===== src/rtl/mips_ctrl_fsm.sv =====
// mips_ctrl_fsm -- multi-cycle control sequencer for the 8-bit MIPS-style core.
//
// Fetches 16-bit instructions over a req/ack handshake, latches the register
// fields, owns the PC, resolves BRZ branches and implements HALT. The 3-bit
// current_state is broadcast to the register file and ALU, which decode EX
// and RWB directly, so the state encodings are fixed.
//
// Parameters:
//   PC_W    program counter / instruction address width (4..16)
//   RST_PC  PC value loaded on reset
//
// Ports:
//   clk            system clock, rising edge
//   reset          synchronous active-low reset (0 = reset)
//   run            start/continue enable, sampled in IDLE and HALT
//   imem_req       instruction fetch request (registered)
//   imem_addr      fetch address, combinationally equal to pc
//   imem_ack       fetch complete, imem_data valid this cycle
//   imem_data      instruction {OPCODE, RD, RA, RB}
//   current_state  sequencer state broadcast to the datapath
//   OPCODE/RA/RB/RD latched instruction fields
//   rf_we          register write strobe, high only in RWB
//   rs_data        register-file read port 0
//   pc             current program counter
//   halted         high while in HALT
//
// Optional build macro MIPS_CTRL_PERF_EN adds saturating 16-bit counters:
//   retired_cnt    instructions retired (EX->IF, RWB->IF, EX->HALT)
//   stall_cnt      IF cycles spent waiting for imem_ack

module mips_ctrl_fsm #(
    parameter int unsigned     PC_W   = 8,
    parameter logic [PC_W-1:0] RST_PC = '0
) (
    input  logic            clk,
    input  logic            reset,
    input  logic            run,
    output logic            imem_req,
    output logic [PC_W-1:0] imem_addr,
    input  logic            imem_ack,
    input  logic [15:0]     imem_data,
    output logic [2:0]      current_state,
    output logic [3:0]      OPCODE,
    output logic [3:0]      RA,
    output logic [3:0]      RB,
    output logic [3:0]      RD,
    output logic            rf_we,
    input  logic [7:0]      rs_data,
    output logic [PC_W-1:0] pc,
`ifdef MIPS_CTRL_PERF_EN
    output logic [15:0]     retired_cnt,
    output logic [15:0]     stall_cnt,
`endif
    output logic            halted
);

    localparam logic [2:0] S_IDLE = 3'b111;
    localparam logic [2:0] S_IF   = 3'b000;
    localparam logic [2:0] S_ID   = 3'b001;
    localparam logic [2:0] S_RR   = 3'b010;
    localparam logic [2:0] S_EX   = 3'b011;
    localparam logic [2:0] S_RWB  = 3'b100;
    localparam logic [2:0] S_HALT = 3'b101;

    localparam logic [3:0] OP_STORE = 4'd11;
    localparam logic [3:0] OP_BRZ   = 4'd12;
    localparam logic [3:0] OP_HALT  = 4'd15;

    logic [2:0] next_state;
    logic       run_q;
    logic [7:0] br_target;

    assign imem_addr = pc;
    assign br_target = {RD, RB};

    always_comb begin
        next_state = current_state;
        case (current_state)
            S_IDLE:  if (run) next_state = S_IF;
            S_IF:    if (imem_ack) next_state = S_ID;
            S_ID:    next_state = S_RR;
            S_RR:    next_state = S_EX;
            S_EX: begin
                case (OPCODE)
                    OP_HALT:          next_state = S_HALT;
                    OP_BRZ, OP_STORE: next_state = S_IF;
                    default:          next_state = S_RWB;
                endcase
            end
            S_RWB:   next_state = S_IF;
            // Restart only on a run edge observed while halted; a held level
            // carried into HALT has run_q already high.
            S_HALT:  if (run && !run_q) next_state = S_IF;
            default: next_state = S_IDLE;
        endcase
    end

    // imem_req/rf_we/halted are registered copies of the decoded next state,
    // so they line up exactly with current_state.
    always_ff @(posedge clk) begin
        if (!reset) begin
            current_state <= S_IDLE;
            pc            <= RST_PC;
            OPCODE        <= '0;
            RA            <= '0;
            RB            <= '0;
            RD            <= '0;
            imem_req      <= 1'b0;
            rf_we         <= 1'b0;
            halted        <= 1'b0;
            run_q         <= 1'b0;
        end else begin
            current_state <= next_state;
            imem_req      <= (next_state == S_IF);
            rf_we         <= (next_state == S_RWB);
            halted        <= (next_state == S_HALT);
            run_q         <= run;
            if (current_state == S_IF && imem_ack) begin
                OPCODE <= imem_data[15:12];
                RD     <= imem_data[11:8];
                RA     <= imem_data[7:4];
                RB     <= imem_data[3:0];
                pc     <= pc + PC_W'(1);
            end
            if (current_state == S_EX && OPCODE == OP_BRZ && rs_data == 8'd0)
                pc <= PC_W'(br_target);
        end
    end

`ifdef MIPS_CTRL_PERF_EN
    logic retire;
    logic stall;

    assign retire = (current_state == S_RWB) ||
                    (current_state == S_EX && next_state != S_RWB);
    assign stall  = (current_state == S_IF) && !imem_ack;

    always_ff @(posedge clk) begin
        if (!reset) begin
            retired_cnt <= '0;
            stall_cnt   <= '0;
        end else begin
            if (retire && retired_cnt != '1) retired_cnt <= retired_cnt + 16'd1;
            if (stall && stall_cnt != '1)    stall_cnt   <= stall_cnt + 16'd1;
        end
    end
`endif

endmodule


===== config.mk =====
export PLATFORM = sky130hd
export DESIGN_NAME = mips_ctrl_fsm
export DESIGN_NICKNAME = d
export VERILOG_FILES = /design/src/rtl/mips_ctrl_fsm.sv
export SDC_FILE = /design/constraint.sdc
export NUM_CORES = 1
export LEC_CHECK = 0
export CAP_MARGIN = 5
export CORE_ASPECT_RATIO = 1.1
export CORE_UTILIZATION = 41
export DETAILED_ROUTE_END_ITERATION = 7
export GPL_ROUTABILITY_DRIVEN = 0
export GPL_TIMING_DRIVEN = 1
export PLACE_DENSITY = 0.8
export SYNTH_ARGS = -nofsm -noshare
export SYNTH_HDL_FRONTEND = slang
export SYNTH_SLANG_ARGS = --single-unit

===== constraint.sdc =====
create_clock -name clk -period 1.8 [get_ports clk]
set_input_delay 0.36 -clock clk [delete_from_list [all_inputs] [get_ports clk]]
set_output_delay 0.36 -clock clk [all_outputs]
set_load 0.05 [all_outputs]

; ---- Word-level counts from Yosys, hierarchy flattened
; Index checks and enable logic that the tools add are counted.
[classes]
add_sub_neg = 1
mux = 7
n_eq_ne = 11
reduce_logical = 10
[op_table]
columns = operator, n
row1 = 3-bit one-hot mux with 7 select lines, 1
row2 = 8-bit 2-to-1 mux, 2
row3 = "3-bit equality test, second input constant", 5
row4 = "4-bit equality test, second input constant", 3
row5 = 3-bit 2-to-1 mux, 3
row6 = "8-bit by 1-bit adder with 8-bit output, second input constant", 1
row7 = 8-bit logical NOT, 1
row8 = "3-bit by 2-bit equality test with 1-bit output, second input constant", 2
row9 = 3-bit logical NOT, 2
row10 = 3-bit one-hot mux with 2 select lines, 1
row11 = 1-bit logical AND, 4
row12 = "3-bit by 1-bit equality test with 1-bit output, second input constant", 1
row13 = 2-bit nonzero test, 1
row14 = 2-bit OR reduction, 1
row15 = 1-bit logical NOT, 1
[word_totals]
elab_cells = 39
out_inout_bits = 38
inputBits = 28
ff_bits = 31

; ---- Longest topological paths before layout
; Gate-level depths: netlist of run 1.
[depth]
ltp_word = 5
ltp_mapped = 5
depth_no_buf = 5

; ---- Worst setup path before layout of run 1
; OpenSTA, ideal clock, no wires.
[synth_timing]
path_kind = register to register
startpoint = register current_state[0]
endpoint = register pc[3] (netlist: imem_addr[3])
path_buffers = 0
period_less_slack_ps = 1864
required_time_ps = 1685
path_stages_with_launch = 5
setup_slack_ps = -64
arrival_ps = 1750
setup_ps = 115
cell_sequence = dfxtp_1 nor4b_1 nand4_1 and3_1 o21a_1
[synth_via]
elab_chain_len = 4
word_cells_on_any_way = 7
cone_classes = eq/ne: 1 / mux: 1 / reduce/logical: 5
[synth_lines]
columns = item, line
row1 = from (decl), 42  ; output logic [2:0] current_state,
row2 = from (signal assigned), 113  ; current_state <= next_state;
row3 = 3-bit by 2-bit equality test with 1-bit output, 125  ; if (current_state == S_EX && OPCODE == OP_BRZ && rs_data == 8'd0)
row4 = 1-bit logical AND (2 in a row), 125
row5 = 8-bit 2-to-1 mux / 2-bit nonzero test (equally long branches), --
row6 = to (signal assigned), 123  ; pc <= pc + PC_W'(1);
row7 = to (signal assigned), 126  ; pc <= PC_W'(br_target);
row8 = to (decl), 49  ; output logic [PC_W-1:0] pc,
; Several ways; a longest one is shown, not always the timed one.
; A chain may end at the register's enable or synchronous reset.

; ---- Worst setup path after layout of run 1
[layout_timing]
startpoint = input imem_ack
endpoint = register pc[4] (netlist: imem_addr[4])
[layout_via]
elab_chain_len = 2
[layout_lines]
columns = item, line
row1 = from (decl), 40  ; input logic imem_ack,
row2 = 1-bit logical AND, 118  ; if (current_state == S_IF && imem_ack) begin
row3 = 2-bit nonzero test (no source line), --
; No other way between the ends.

==> results of run 1 <==
==> worst max-delay path, stage by stage <==
cell and delay (ns):
clkdlybuf4s50_1 0.49, or4b_4 0.55, or3_1 0.38, a31oi_1 0.14
==> per-stage QoR <==
step	setup TNS (ns)	hold WS [ns]
floorplan	0	0.422
global placement	-1.45	0.443
detailed placement	-1.21	0.449
CTS	0	0.460
global route	0	0.480
finish	0	0.456
==> per-layer routing <==
layer / wire length [um] / GRT usage [%] / vias up
li1: - / - / 749
met1: 1570 / 23.9 / 660
met2: 1620 / 29.7 / 39
met3: 137 / 4.93 / 6
met4: 60 / 8.04 / 0
met5: 0 / 0 / -
==> state kept, by name, summed over array words and instances, names as in the netlist <==
| signal | cells |
|---|---|
| imem_addr | 8 |
| RA | 4 |
| RB | 4 |
| run_q | 1 |
| OPCODE | 4 |
| current_state | 3 |
| rf_we | 1 |
| RD | 4 |
| halted | 1 |
| imem_req | 1 |
==> worst paths after layout <==
kind | start | depth (start not counted) | end | slack [ns]
worst min-delay path | RA[2] | 2 | RA[2] | 0.46
worst max register to register | current_state[0] | 3 | imem_addr[4] | 0.20
worst min register to register | RA[2] | 2 | RA[2] | 0.46
worst max-delay path | imem_ack | 4 | imem_addr[4] | 0.14
==> kinds of logic (layout without fill, tap and decap cells) <==
kind of cell | after synthesis | count (layout)
and+or+nand+nor | 80 | 80
AOI/OAI and AO/OA | 41 | 41
DFF | 31 | 31
buffers and inverters | 18 | 88
adders and majority gates | 1 | 1
muxes | 1 | 1
==> layout make-up <==
cell class	instances	area, um^2	share of cell area, %
inverters	2	7.51	0.350
well taps	48	60.1	2.80
repair buffers	80	712	33.2
flip-flops and latches	31	622	29.0
multi-input cells	123	702	32.7
clock buffers	6	41.3	1.93
==> cells in the final DEF (no fill, tap or decap), drive strengths merged, types with 2 or more instances in the layout <==
cell and instances:
nor3b 4, nand3 7, o211a 2, nor3 4
nor2b 4, a31oi 2, and2 2, o21ai 3
nor4 4, buf 51, a22oi 2, nand4 2
nor4b 2, clkdlybuf4s50 27, and3 3, nand2 38
dfxtp 31, a21oi 23, a211o 2, nor2 3
a211oi 3, clkbuf 6, inv 2
==> power groups by stage <==
stage	Clock [W]	Combinational (W)	Sequential, W
floorplan	0	0.0000786	0.000847
global placement	0	0.000345	0.000758
detailed placement	0	0.000346	0.000759
CTS	0.000364	0.000345	0.000742
global route	0.000388	0.000364	0.000746
finish	0.000353	0.000342	0.000742
==> metrics.txt, run 1 <==
# TYPE chip_impl_metric gauge
chip_impl_info{name="status",value="finished, final reports clean"} 1
chip_impl_metric{name="critPathRequiredTime",unit="ns"} 2.06
chip_impl_metric{name="synthesis.area_per_instance",unit="um^2"} 8.26
chip_impl_metric{name="drive_gt1_share",unit="%"} 24.8
chip_impl_metric{name="totalWireLength",unit="mm"} 3.40
chip_impl_metric{name="setup-violations-final",unit=""} 0
chip_impl_metric{name="area_growth",unit="%"} 51.0
chip_impl_metric{name="boundaryPins",unit=""} 66
chip_impl_metric{name="finalCriticalPeriod",unit="ns"} 1.66
chip_impl_metric{name="final_util",unit="%"} 64.4
chip_impl_metric{name="synth_compound_area_share",unit="%"} 17.4
chip_impl_metric{name="finalPower",unit="W"} 0.00144
chip_impl_metric{name="io_buffer_count",unit=""} 65
chip_impl_metric{name="place_hpwl",unit="mm"} 2.57
chip_impl_metric{name="maxSlewViolCount",unit=""} 0
chip_impl_metric{name="mappedNetlistNets",unit=""} 201
chip_impl_metric{name="routed_vias_inst",unit=""} 5.01
chip_impl_metric{name="slew_headroom",unit="%"} 66.7
chip_impl_metric{name="dp_slack",unit="ns"} -0.169
chip_impl_metric{name="die-area",unit="um^2"} 3700
chip_impl_metric{name="power.share.switching",unit="%"} 29.4
chip_impl_metric{name="ys_types",unit=""} 39
chip_impl_metric{name="std_cell_rows",unit=""} 22
chip_impl_metric{name="finalCritPeriodShare",unit="%"} 92.1
chip_impl_info{name="endpoint_type_of_the_worst_setup_path",value="register"} 1
chip_impl_metric{name="globalRoute.totalOverflow",unit=""} 0
chip_impl_info{name="yosysMostFrequentCell",value="nand2_1"} 1
chip_impl_metric{name="antenna_found_initial",unit=""} 0
chip_impl_metric{name="drt-wirelength-per-cell",unit="um"} 11.7
chip_impl_metric{name="grt_max_degree",unit=""} 24
chip_impl_metric{name="cp_max_fo",unit=""} 11
chip_impl_metric{name="max_cap_violations",unit=""} 0
chip_impl_metric{name="net_count_reported_at_finish",unit=""} 272
chip_impl_metric{name="power.share.combinational",unit="%"} 23.8
chip_impl_info{name="hold_class",value="register to register"} 1
chip_impl_metric{name="clk_latency_worst_skew_pair",unit="ns"} 0.33
chip_impl_info{name="rsz0062_at_grt",value="false"} 1
chip_impl_metric{name="grt_pass1_wl",unit="mm"} 5.31
chip_impl_metric{name="post-synth-top-area-fraction",unit="%"} 43.7
chip_impl_metric{name="synth_xor_area_share",unit="%"} 0
chip_impl_info{name="tritoncts",value="built"} 1
chip_impl_metric{name="finish.cell_count_without_fillers",unit=""} 290
chip_impl_metric{name="post_synth_and_or_nand_nor_area_fraction",unit="%"} 29.8
chip_impl_metric{name="number_of_global_route_vias_before_repair",unit=""} 1192
chip_impl_metric{name="clock_power_share",unit="%"} 24.5
chip_impl_metric{name="placed_cells",unit=""} 284
chip_impl_metric{name="cell_internal_pwr",unit="W"} 0.00102
chip_impl_metric{name="ys_async_sr_fraction",unit="%"} 0
chip_impl_metric{name="power_frac_seq",unit="%"} 51.6
chip_impl_metric{name="synthAdderAreaFrac",unit="%"} 0.881
chip_impl_metric{name="detailedRoute.firstPassIterationCount",unit=""} 4
chip_impl_metric{name="number_of_enable_flip_flop_cells_after_synthesis",unit=""} 0
chip_impl_metric{name="cts.sinks",unit=""} 31
chip_impl_metric{name="die_height",unit="um"} 63.7
chip_impl_info{name="critPathLaunchType",value="primary input"} 1
chip_impl_metric{name="dr.first_iter.drc_count",unit=""} 19
chip_impl_metric{name="cells_resized_by_post_cts_repair",unit=""} 1
chip_impl_metric{name="power_per_cell_area",unit="nW/um^2"} 670
chip_impl_metric{name="globalRouteTotalUtil",unit="%"} 18.8
chip_impl_metric{name="fillers",unit=""} 295
chip_impl_metric{name="post-cts-setup-buffers",unit=""} 0
chip_impl_metric{name="skew",unit="ns"} 0.00395
chip_impl_info{name="ys.flop_type",value="dfxtp_1"} 1
chip_impl_metric{name="coreArea",unit="um^2"} 3330
chip_impl_metric{name="timing.final.ws_setup",unit="ns"} 0.143
chip_impl_metric{name="fp.dieW",unit="um"} 58.1
chip_impl_metric{name="final_hold_viol_count",unit=""} 0
chip_impl_info{name="master_cell_of_the_clock_root_buffer",value="clkbuf_4"} 1
chip_impl_info{name="cell_type_with_the_highest_aggregate_area_in_the_netlist",value="dfxtp_1"} 1
chip_impl_metric{name="clk_path_buf_depth",unit=""} 2
chip_impl_metric{name="syn_area",unit="um^2"} 1420
chip_impl_metric{name="ys_seq_area_share",unit="%"} 43.7
chip_impl_metric{name="worst_setup_hold_path_clk_slew",unit="ns"} 0.08
chip_impl_metric{name="detail-route-antenna-nets",unit=""} 0
chip_impl_metric{name="muxShareOfSynthArea",unit="%"} 0.705
chip_impl_info{name="worst-setup-path-type",value="primary input to register"} 1
chip_impl_info{name="commonest_cells_in_the_netlist",value="nand2_1, dfxtp_1, a21oi_1"} 1
chip_impl_metric{name="ir_worst_vdd",unit="uV"} 435
chip_impl_metric{name="initial_core_util",unit="%"} 42.6
chip_impl_metric{name="vias_post_dr",unit=""} 1454
chip_impl_metric{name="final_design_area_no_fill",unit="um^2"} 2140
chip_impl_metric{name="worst_slew_pin_slew",unit="ns"} 0.496
chip_impl_metric{name="route.detailed.drc",unit=""} 0
chip_impl_metric{name="switchingPower",unit="W"} 0.000422
chip_impl_metric{name="maximum_operating_frequency",unit="GHz"} 0.604
chip_impl_info{name="synth_top_family_by_area",value="simple AND/OR/NAND/NOR gates"} 1
chip_impl_info{name="ys_top_cells_by_area",value="dfxtp_1, nand2_1, a21oi_1"} 1
chip_impl_metric{name="htree_num_levels",unit=""} 2
chip_impl_metric{name="arrival",unit="ns"} 1.91
chip_impl_metric{name="yosys_register_bits",unit=""} 31
chip_impl_metric{name="dpl_cell_area",unit="um^2"} 2100
chip_impl_metric{name="numCtsBuffers",unit=""} 5
chip_impl_metric{name="synth-warning-count",unit=""} 0
chip_impl_metric{name="insertedDiodeCount",unit=""} 0
chip_impl_metric{name="synthesis.instances",unit=""} 172
chip_impl_metric{name="p_leak",unit="nW"} 0.906
chip_impl_metric{name="cts_hold_repair.buffers",unit=""} 0
(Power assumes the default switching activity.)
==> run 2, diff against run 1 <==
--- a/config.mk
+++ b/config.mk
@@ -5,8 +5,10 @@
 export SDC_FILE = /design/constraint.sdc
 export NUM_CORES = 1
 export LEC_CHECK = 0
+export ABC_AREA = 0
 export CAP_MARGIN = 5
 export CORE_ASPECT_RATIO = 1.1
+export CORE_MARGIN = 4
 export CORE_UTILIZATION = 41
 export DETAILED_ROUTE_END_ITERATION = 7
 export GPL_ROUTABILITY_DRIVEN = 0
==> metrics.txt, run 2 (synthesis results as in run 1) <==
# TYPE chip_impl_metric gauge
chip_impl_metric{name="dr.first_iter.drc_count",unit=""} 74
chip_impl_metric{name="fp.dieW",unit="um"} 64.1
chip_impl_metric{name="std_cell_rows",unit=""} 22
chip_impl_metric{name="global_route.usage.met1",unit="%"} 21.1
chip_impl_metric{name="area_growth",unit="%"} 52.5
chip_impl_info{name="rsz0062_at_grt",value="false"} 1
chip_impl_metric{name="setup-violations-final",unit=""} 0
chip_impl_metric{name="grt_pass1_wl",unit="mm"} 6.26
chip_impl_metric{name="totalWireLength",unit="mm"} 3.75
chip_impl_metric{name="worst_slew_pin_slew",unit="ns"} 0.376
chip_impl_metric{name="ir_worst_vdd",unit="uV"} 358
chip_impl_info{name="tritoncts",value="built"} 1
chip_impl_metric{name="route.detailed.drc",unit=""} 0
chip_impl_info{name="critPathLaunchType",value="primary input"} 1
chip_impl_metric{name="finalCritPeriodShare",unit="%"} 91.9
chip_impl_info{name="mostFrequentLayoutCell",value="buf_4"} 1
chip_impl_info{name="crit_family",value="simple AND/OR/NAND/NOR gates"} 1
chip_impl_metric{name="clk_latency_worst_skew_pair",unit="ns"} 0.32
chip_impl_metric{name="drive_gt1_share",unit="%"} 26.2
chip_impl_metric{name="maximum_operating_frequency",unit="GHz"} 0.604
chip_impl_metric{name="die-area",unit="um^2"} 4470
chip_impl_metric{name="gr-usage-met3",unit="%"} 4.21
chip_impl_metric{name="cells_resized_by_post_cts_repair",unit=""} 0
chip_impl_metric{name="finalCriticalPeriod",unit="ns"} 1.65
chip_impl_metric{name="slew_headroom",unit="%"} 74.6
chip_impl_metric{name="post-cts-setup-buffers",unit=""} 0
chip_impl_metric{name="skew",unit="ns"} 0.00667
chip_impl_metric{name="die_height",unit="um"} 69.7
chip_impl_info{name="crit_path_cell_trace",value="clkdlybuf4s50_1, or4b_4, nor4_1, a211oi_1, a21oi_1"} 1
chip_impl_metric{name="numCtsBuffers",unit=""} 5
chip_impl_metric{name="detailedRoute.firstPassIterationCount",unit=""} 4
chip_impl_metric{name="io_buffer_count",unit=""} 65
chip_impl_metric{name="fillers",unit=""} 299
chip_impl_metric{name="final_hold_viol_count",unit=""} 0
chip_impl_metric{name="cts_hold_repair.buffers",unit=""} 0
chip_impl_metric{name="clk_path_buf_depth",unit=""} 2
chip_impl_info{name="master_cell_of_the_clock_root_buffer",value="clkbuf_4"} 1
chip_impl_metric{name="arrival",unit="ns"} 1.91
chip_impl_metric{name="vias_post_dr",unit=""} 1443
chip_impl_metric{name="routed_vias_inst",unit=""} 4.94
chip_impl_metric{name="holdWs",unit="ns"} 0.457
chip_impl_metric{name="worst_setup_hold_path_clk_slew",unit="ns"} 0.09
chip_impl_metric{name="largest_reg_flops",unit=""} 8
chip_impl_info{name="critical_path.slowest_cell",value="or4b_4"} 1
chip_impl_metric{name="coreArea",unit="um^2"} 3330
chip_impl_metric{name="max_cap_violations",unit=""} 0
chip_impl_metric{name="htree_num_levels",unit=""} 2
chip_impl_metric{name="power_per_cell_area",unit="nW/um^2"} 672
chip_impl_metric{name="net_count_reported_at_finish",unit=""} 274
chip_impl_metric{name="groute.layer.met2.usage",unit="%"} 29.0
chip_impl_metric{name="cp_max_fo",unit=""} 11
chip_impl_info{name="worst-setup-path-type",value="primary input to register"} 1
chip_impl_metric{name="number_of_global_route_vias_before_repair",unit=""} 1359
chip_impl_metric{name="boundaryPins",unit=""} 66
chip_impl_metric{name="globalRouteTotalUtil",unit="%"} 17.5
chip_impl_info{name="busiest_layer",value="met2"} 1
chip_impl_metric{name="worst_path_largest_cell_delay",unit="ns"} 0.55
chip_impl_metric{name="insertedDiodeCount",unit=""} 0
chip_impl_metric{name="place_hpwl",unit="mm"} 2.87
chip_impl_metric{name="drt-wirelength-per-cell",unit="um"} 12.8
chip_impl_info{name="endpoint_type_of_the_worst_setup_path",value="register"} 1
chip_impl_info{name="hold_class",value="register to register"} 1
chip_impl_metric{name="globalRoute.totalOverflow",unit=""} 0
chip_impl_metric{name="cts.sinks",unit=""} 31
chip_impl_metric{name="maxSlewViolCount",unit=""} 0
chip_impl_metric{name="p_leak",unit="nW"} 0.900
chip_impl_metric{name="antenna_found_initial",unit=""} 0
chip_impl_metric{name="detail-route-antenna-nets",unit=""} 0
chip_impl_info{name="status",value="finished, final reports clean"} 1
chip_impl_info{name="layout.cells.most_common_list",value="buf_4, nand2_1, dfxtp_1, clkdlybuf4s50_1, a21oi_1"} 1
chip_impl_metric{name="critPathRequiredTime",unit="ns"} 2.06
chip_impl_metric{name="timing.critical_path.buf_inv",unit=""} 1
chip_impl_metric{name="dpl_cell_area",unit="um^2"} 2120
chip_impl_metric{name="final_design_area_no_fill",unit="um^2"} 2170
chip_impl_metric{name="grt_max_degree",unit=""} 24
chip_impl_metric{name="initial_core_util",unit="%"} 42.6
-- run 2: cell types whose count changed in the layout (fill, tap and decap cells not counted), sizes merged --
cell and change:
dlymetal6s2s -1, dlygate4sd2 -1, buf +4
-- run 2: routing by layer --
metal | vias to the layer above | share of wire (%)
li1 | 752 | -
met2 | 35 | 49
met5 | - | 0
met3 | 5 | 5.3
met1 | 651 | 44
met4 | 0 | 1.6
-- run 2: worst paths after layout --
path | from | end | slack (ns) | depth (start not counted)
setup reg to reg | current_state[1] | imem_addr[6] | 0.16 | 4
hold / removal | RA[2] | RA[2] | 0.46 | 2
setup / recovery | imem_ack | imem_addr[6] | 0.15 | 5
hold reg to reg | RA[2] | RA[2] | 0.46 | 2
-- run 2: worst register-to-register path, stage by stage (launching register included) --
cell      delay [ns]
dfxtp_1         0.42
or4b_4          0.64
nor4_1          0.30
a211oi_1        0.08
a21oi_1         0.14
-- run 2: per-stage QoR --
stage / power [W] / TNS (ns) / worst slack (ns) / cells / utilization, %
floorplan: 0.000926 / 0 / 0.00370 / 172 / -
global placement: 0.00111 / -1.46 / -0.158 / 286 / 63.8
detailed placement: 0.00111 / -1.57 / -0.183 / 286 / 63.8
CTS: 0.00146 / 0 / 0.142 / 292 / 65.0
global route: 0.00152 / 0 / 0.0205 / 292 / 65.0
finish: 0.00146 / 0 / 0.145 / 292 / 65.0
-- run 2: final cells by class --
cell class / instances / area [um^2] / share of cell area [%]
clock buffer: 6 / 41.3 / 1.91
inverter: 2 / 7.51 / 0.347
multi-input combinational: 123 / 702 / 32.4
sequential: 31 / 622 / 28.7
tap: 48 / 60.1 / 2.77
timing repair buffer: 82 / 733 / 33.9
-- run 2: power breakdown --
part / internal [W] / leakage, nW / switching (W) / total (W)
Clock: 0.000139 / 0.0242 / 0.000223 / 0.000362
Combinational: 0.000170 / 0.625 / 0.000179 / 0.000349
Sequential: 0.000714 / 0.251 / 0.0000313 / 0.000745
